<file path="src/rtl/sequence_generator.sv">
// Serial pattern transmitter: emits PATTERN MSB-first, count times, with gap idle cycles between repetitions.
// All outputs registered; first bit appears one cycle after an accepted start.
module sequence_generator #(
  parameter int               PAT_W    = 4,
  parameter logic [PAT_W-1:0] PATTERN  = 4'b1011,
  parameter logic             IDLE_BIT = 1'b0
) (
  input  logic       clk,
  input  logic       reset,
  input  logic       start,
  input  logic [7:0] count,
  input  logic [3:0] gap,
  input  logic       abort,
  output logic       data,
  output logic       valid,
  output logic       busy,
  output logic       done
);

  localparam int               IDX_W    = $clog2(PAT_W);
  localparam logic [IDX_W-1:0] LAST_IDX = IDX_W'(PAT_W - 1);

  typedef enum logic [1:0] {S_IDLE, S_SEND, S_GAP, S_DONE} state_t;

  state_t           r_state;
  logic [IDX_W-1:0] r_bit_idx;
  logic [7:0]       r_reps;
  logic [3:0]       r_gap_len;
  logic [3:0]       r_gap_cnt;
  logic             r_data;
  logic             r_valid;
  logic             r_busy;
  logic             r_done;

  logic [IDX_W-1:0] w_idx_dec;
  logic [7:0]       w_reps_dec;

  assign w_idx_dec  = r_bit_idx - 1'b1;
  // Repetition counter saturates at zero rather than wrapping.
  assign w_reps_dec = (r_reps == 8'd0) ? 8'd0 : r_reps - 8'd1;

  assign data  = r_data;
  assign valid = r_valid;
  assign busy  = r_busy;
  assign done  = r_done;

  always_ff @(posedge clk or negedge reset) begin
    if (!reset) begin
      r_state   <= S_IDLE;
      r_bit_idx <= '0;
      r_reps    <= '0;
      r_gap_len <= '0;
      r_gap_cnt <= '0;
      r_data    <= IDLE_BIT;
      r_valid   <= 1'b0;
      r_busy    <= 1'b0;
      r_done    <= 1'b0;
    end else begin
      case (r_state)
        S_IDLE, S_DONE: begin
          r_state <= S_IDLE;
          r_data  <= IDLE_BIT;
          r_valid <= 1'b0;
          r_busy  <= 1'b0;
          r_done  <= 1'b0;
          // abort beats a simultaneous start
          if (start && !abort && count != 8'd0) begin
            r_state   <= S_SEND;
            r_reps    <= count;
            r_gap_len <= gap;
            r_bit_idx <= LAST_IDX;
            r_data    <= PATTERN[PAT_W-1];
            r_valid   <= 1'b1;
            r_busy    <= 1'b1;
          end
        end
        S_SEND: begin
          if (abort) begin
            r_state   <= S_IDLE;
            r_bit_idx <= '0;
            r_reps    <= '0;
            r_gap_cnt <= '0;
            r_data    <= IDLE_BIT;
            r_valid   <= 1'b0;
            r_busy    <= 1'b0;
          end else if (r_bit_idx != '0) begin
            r_bit_idx <= w_idx_dec;
            r_data    <= PATTERN[w_idx_dec];
          end else begin
            r_reps <= w_reps_dec;
            if (w_reps_dec == 8'd0) begin
              r_state <= S_DONE;
              r_data  <= IDLE_BIT;
              r_valid <= 1'b0;
              r_busy  <= 1'b0;
              r_done  <= 1'b1;
            end else if (r_gap_len == 4'd0) begin
              r_bit_idx <= LAST_IDX;
              r_data    <= PATTERN[PAT_W-1];
            end else begin
              r_state   <= S_GAP;
              r_gap_cnt <= r_gap_len;
              r_data    <= IDLE_BIT;
              r_valid   <= 1'b0;
            end
          end
        end
        S_GAP: begin
          if (abort) begin
            r_state   <= S_IDLE;
            r_bit_idx <= '0;
            r_reps    <= '0;
            r_gap_cnt <= '0;
            r_data    <= IDLE_BIT;
            r_valid   <= 1'b0;
            r_busy    <= 1'b0;
          end else if (r_gap_cnt == 4'd1) begin
            r_state   <= S_SEND;
            r_gap_cnt <= '0;
            r_bit_idx <= LAST_IDX;
            r_data    <= PATTERN[PAT_W-1];
            r_valid   <= 1'b1;
          end else begin
            r_gap_cnt <= r_gap_cnt - 4'd1;
          end
        end
        default: r_state <= S_IDLE;
      endcase
    end
  end

endmodule

</file>
<file path="config.mk">
export PLATFORM = sky130hd
export DESIGN_NAME = sequence_generator
export DESIGN_NICKNAME = d
export VERILOG_FILES = /design/src/rtl/sequence_generator.sv
export SDC_FILE = /design/constraint.sdc
export NUM_CORES = 1
export LEC_CHECK = 0
export CORE_ASPECT_RATIO = 1.5
export CORE_MARGIN = 2
export CORE_UTILIZATION = 59
export DETAILED_ROUTE_END_ITERATION = 10
export PLACE_DENSITY = 0.83
export SETUP_SLACK_MARGIN = 0.15
export SLEW_MARGIN = 25
export SYNTH_ARGS = -nofsm -noshare
export SYNTH_HDL_FRONTEND = slang
export SYNTH_SLANG_ARGS = --single-unit
</file>
<file path="constraint.sdc">
create_clock -name clk -period 4.9 [get_ports clk]
set_clock_uncertainty 0.05 [all_clocks]
set_input_delay 1.47 -clock clk [delete_from_list [all_inputs] [get_ports clk]]
set_output_delay 1.47 -clock clk [all_outputs]
set_load 0.005 [all_outputs]
</file>
# After elaboration in Yosys (flattened, before gate mapping)
# Cells that the tools add are included.
word_totals:
  regBits: 24
  in_bits: 16
  out_inout_bits: 4
  elab_cells: 102
classes:
  add_sub_neg: 3
  n_lt_le_gt_ge: 1
  eq_ne: 17
  mux: 53
  reduce_logical: 19
op_table:
  columns: ["cell", "n"]
  rows:
  - ["two-way mux 8 bit", 5]
  - ["two-way mux 2 bit", 13]
  - ["two-way mux 4 bit", 6]
  - ["one-hot mux 8 bit (3 select lines)", 1]
  - ["two-way mux 1 bit", 20]
  - ["zero test 8 bit", 2]
  - ["inequality test 3 bit (second input constant)", 5]
  - ["inequality test 4 bit (second input constant)", 3]
  - ["one-hot mux 2 bit (3 select lines)", 2]
  - ["AND reduction 4 bit", 3]
  - ["inequality test 2 bit (second input constant)", 5]
  - ["one-hot mux 1 bit (3 select lines)", 3]
  - ["AND reduction 3 bit", 3]
  - ["one-hot mux 4 bit (2 select lines)", 1]
  - ["nonzero test 8 bit", 1]
  - ["subtractor 8 x 1 -> 8 bit (second input constant)", 1]
  - ["nonzero test 2 bit", 3]
  - ["== test 2 bit (second input constant)", 2]
  - ["== test 4 x 1 -> 1 bit (second input constant)", 1]
  - ["zero test 4 bit", 1]
  - ["subtractor 4 x 1 -> 4 bit (second input constant)", 1]
  - ["less-than comparator 2 x 3 -> 1 bit (second input constant)", 1]
  - ["binary-select mux 1 bit (select 2 bit)", 1]
  - ["== test 2 x 1 -> 1 bit (second input constant)", 1]
  - ["7 further kinds", 8]

# Logic depth before layout (Yosys ltp)
depth:
  ltp_word: 7
  ltp_mapped: 9
  ltp_nobuf: 8

# Worst setup path after synthesis
# OpenSTA, ideal clock, no wires.
synth_timing:
  path_type: "input -> register"
  start: "input count[7]"
  end: "register r_reps[3]"
  setup_ns: 0.136
  arrival_ns: 2.508
  required_ns: 4.714
  path_slack_ns: 2.205
  cell_stages: 7
  path_buffers: 1
  cell_sequence: "nor4_1 a21oi_1 nand2b_1 o21a_1 clkbuf_1 nor2_1 a21oi_1"
synth_via:
  elab_chain_cells: 4
synth_lines:
  columns: ["element", "line_no", "rtl"]
  rows:
  - ["start: declaration", "11", "input logic [7:0] count,"]
  - ["nonzero test 8 bit", "67", "if (start && !abort && count != 8'd0) begin"]
  - ["logical AND 1 bit", "67", null]
  - ["inequality test 2 bit (no line)", null, null]
  - ["AND reduction 3 bit (no line)", null, null]
  - ["end signal: assignment", "69", "r_reps <= count;"]
  - ["end signal: assignment", "90", "r_reps <= w_reps_dec;"]
  - ["end: declaration", "27", "logic [7:0] r_reps;"]
# No other way between the ends.
# A chain may end at the register's enable or synchronous reset.

# Final worst setup path
layout_timing:
  start: "input abort"
  end: "register r_reps[5]"
layout_via:
  elab_chain_cells: 5
  elab_cells_between_ends: 9
  classes_between: "eq/ne: 3; mux: 2; reduce/logical: 4"
layout_lines:
  columns: ["element", "line_no", "rtl"]
  rows:
  - ["start: declaration", "13", "input logic abort,"]
  - ["zero test 1 bit", "67", null]
  - ["logical AND 1 bit (2 in a row)", "67", null]
  - ["inequality test 2 bit (no line)", null, null]
  - ["AND reduction 3 bit (no line)", null, null]
# Parallel ways exist; a longest one is shown, timed or not.

==> flow_summary.json <==
{
  "status": "completed",
  "hold_class": "flip-flop to flip-flop",
  "vias_per_cell": 5.91,
  "synth_area_leaders": "dfrtp_1 (38%), ha_1 (6.3%), o21ai_0 (5.4%), mux2_2 (5.0%), a21oi_1 (4.1%)",
  "die_w_um": 46.3,
  "clockBufferDepth": 2,
  "post_route_cells_drive_above_1_share": 0.114,
  "final.period_utilization": 0.669,
  "grt_max_degree": 25,
  "design_area_sq_mm": 0.00184,
  "antenna_found_initial": 0,
  "ys_seq_area_frac": 0.379,
  "grt_usage": 0.261,
  "holdBufCountCts": 0,
  "max-cap-violations": 0,
  "critPathLaunchType": "primary input",
  "worstHoldPathCells": 1,
  "setup_slack_ns": 1.62,
  "post-place-ws_ns": 1.38,
  "cts_tree": "yes",
  "portBuffers": 19,
  "overflow": 0,
  "nets": 218,
  "utilization": 0.704,
  "reg2reg_depth": 8,
  "dp_hpwl_um": 2760,
  "die-area_sq_mm": 0.00313,
  "grt_first_pass_wirelength_um": 5970,
  "post_cts_resize_count": 0,
  "synth-main-ff-cell": "dfrtp_1",
  "powerDensity_mw_per_mm2": 590,
  "end_kind": "flip-flop",
  "synth_area_sq_mm": 0.00159,
  "yosys-top-cells-count": "dfrtp_1 (24), o21ai_0 (17), nand2_1 (16), nor2_1 (16), a21oi_1 (13)",
  "antennaDiodeCount": 0,
  "r2r_end": "r_state[0]$_DFFE_PN0P_",
  "cts_root_buf": "clkbuf_8",
  "cts_max_level": 1,
  "reg2reg_from": "r_reps[0]$_DFFE_PN0P_",
  "yosysMostFrequentCell": "dfrtp_1",
  "first_pass_iters": 4,
  "dpl_cell_area_sq_mm": 0.00179,
  "ant_nets": 0,
  "hold_viol": 0,
  "finalNonFillerCells": 230,
  "pin_count": 20,
  "drc": 0,
  "post_cts_buffers": 0,
  "async_flop_share": 1.00,
  "ir_drop_mv": 0.397,
  "cp.required_ns": 5.01,
  "wl_per_cell_um": 15.2,
  "critical_path_arrival_ns": 3.39,
  "synth_nets": 200,
  "finalWirelength_um": 3490,
  "finalSetupTns_ns": 0,
  "yosysUniqueCellTypes": 46,
  "rsz0062_at_grt": "false",
  "cp_max_fo": 16,
  "hold_end": "valid$_DFFE_PN0P_",
  "max_freq_mhz": 305,
  "rows": 23,
  "synth-seq-cells": 24,
  "synth_edf_count": 0,
  "syn_avg_cell_area_sq_um": 9.01,
  "placed_cells": 226,
  "syn2layout_area_growth_pct": 16.2,
  "worst_pin_slew_ns": 0.523,
  "p_leak_nw": 0.775,
  "place.gp.congestion": 0.965,
  "totalPowerFinal_mw": 1.09,
  "whs_ns": 0.440,
  "yosys_warnings": 0,
  "layout_min_cycle_time_ns": 3.28,
  "drt_iter0_markers": 26,
  "core_area_sq_mm": 0.00262,
  "clk_pin_slew_ns": 0.08,
  "die_h_um": 67.5,
  "min-delay-start": "valid$_DFFE_PN0P_",
  "vias": 1359,
  "grt_pass1_vias": 1401,
  "numCtsBuffers": 3,
  "cts.sinks": 24,
  "crit_type": "primary input to flip-flop",
  "worstSkewPairLatency_ns": 0.27,
  "yosysTopAreaCell": "dfrtp_1",
  "fillCellCount": 214,
  "relSlewSlack": 0.651,
  "synth.top_cell.area_share": 0.379,
  "synthCells": 176,
  "start_util": 0.606,
  "setup_violations": 0,
  "rrSetupSlack_ns": 2.22,
  "slew_viol_final": 0
}
==> where the power goes <==
group          leakage, nW  internal [mW]  switching (mW)
registers            0.297          0.286          0.0888
clock network       0.0288         0.0717          0.0624
logic                0.450          0.262           0.317
==> layout by cell type, fill, tap and decap left out, types with 2 or more instances in the layout <==
cell / instances
o21ai_0: 17
clkbuf_8: 4
nand2b_1: 6
ha_1: 8
o31ai_1: 2
nand3b_1: 2
mux2_1: 3
inv_1: 11
nor3_1: 5
nor2b_1: 3
a22o_1: 3
mux2_2: 7
nor2_1: 16
clkdlybuf4s50_1: 18
nand2_1: 16
a21oi_1: 13
nand3_1: 2
mux2i_1: 2
a22oi_1: 2
dfrtp_1: 24
nor4_1: 3
==> worst max path at each step <==
stage             start               endpoint
3_3_place_gp      abort  r_reps[2]$_DFFE_PN0P_
3_5_place_dp      abort  r_reps[5]$_DFFE_PN0P_
6_report          abort  r_reps[5]$_DFFE_PN0P_
2_1_floorplan  count[7]  r_reps[3]$_DFFE_PN0P_
5_1_grt           abort  r_reps[4]$_DFFE_PN0P_
4_1_cts           abort  r_reps[5]$_DFFE_PN0P_
==> worst max-delay path, stage by stage <==
cell and delay [ns]:
clkdlybuf4s50_1 0.49, nand2b_1 0.18, a21oi_1 0.16, nand2b_1 0.23
o21a_1 0.48, o21ai_0 0.17, a22o_1 0.22
==> cell type report <==
type                            count  area, sq um  area share
Tap cell                           37         46.3      0.0251
Timing Repair Buffer               19          185       0.100
Inverter                           11         41.3      0.0224
Sequential cell                    24          601       0.326
Clock buffer                        4         55.1      0.0299
Multi-Input combinational cell    135          915       0.496
==> flip-flops by register name (all words and copies together), names as in the netlist <==
signal	cells
busy	1
r_gap_cnt	4
r_reps	8
data	1
r_gap_len	4
done	1
valid	1
r_state	2
r_bit_idx	2
==> cell families (layout without fill, tap and decap cells) <==
kind of cell	count (synthesis)	after routing	share of synthesized area
AO/OA/AOI/OAI	49	49	0.205
XOR/XNOR	2	2	0.0110
adder cells (fa/ha/maj)	8	8	0.0631
buffers and inverters	17	34	0.0450
flip-flops	24	24	0.379
multiplexers	12	12	0.0836
AND/OR/NAND/NOR	64	64	0.214
==> routing by layer <==
layer | GRT usage | wire [um] | share of wire
met5 | 0 | 0 | 0
met4 | 0.107 | 80 | 0.023
met3 | 0.0374 | 123 | 0.035
met2 | 0.477 | 1920 | 0.55
met1 | 0.286 | 1360 | 0.39
No activity file was read; power rests on OpenSTA's default activity.
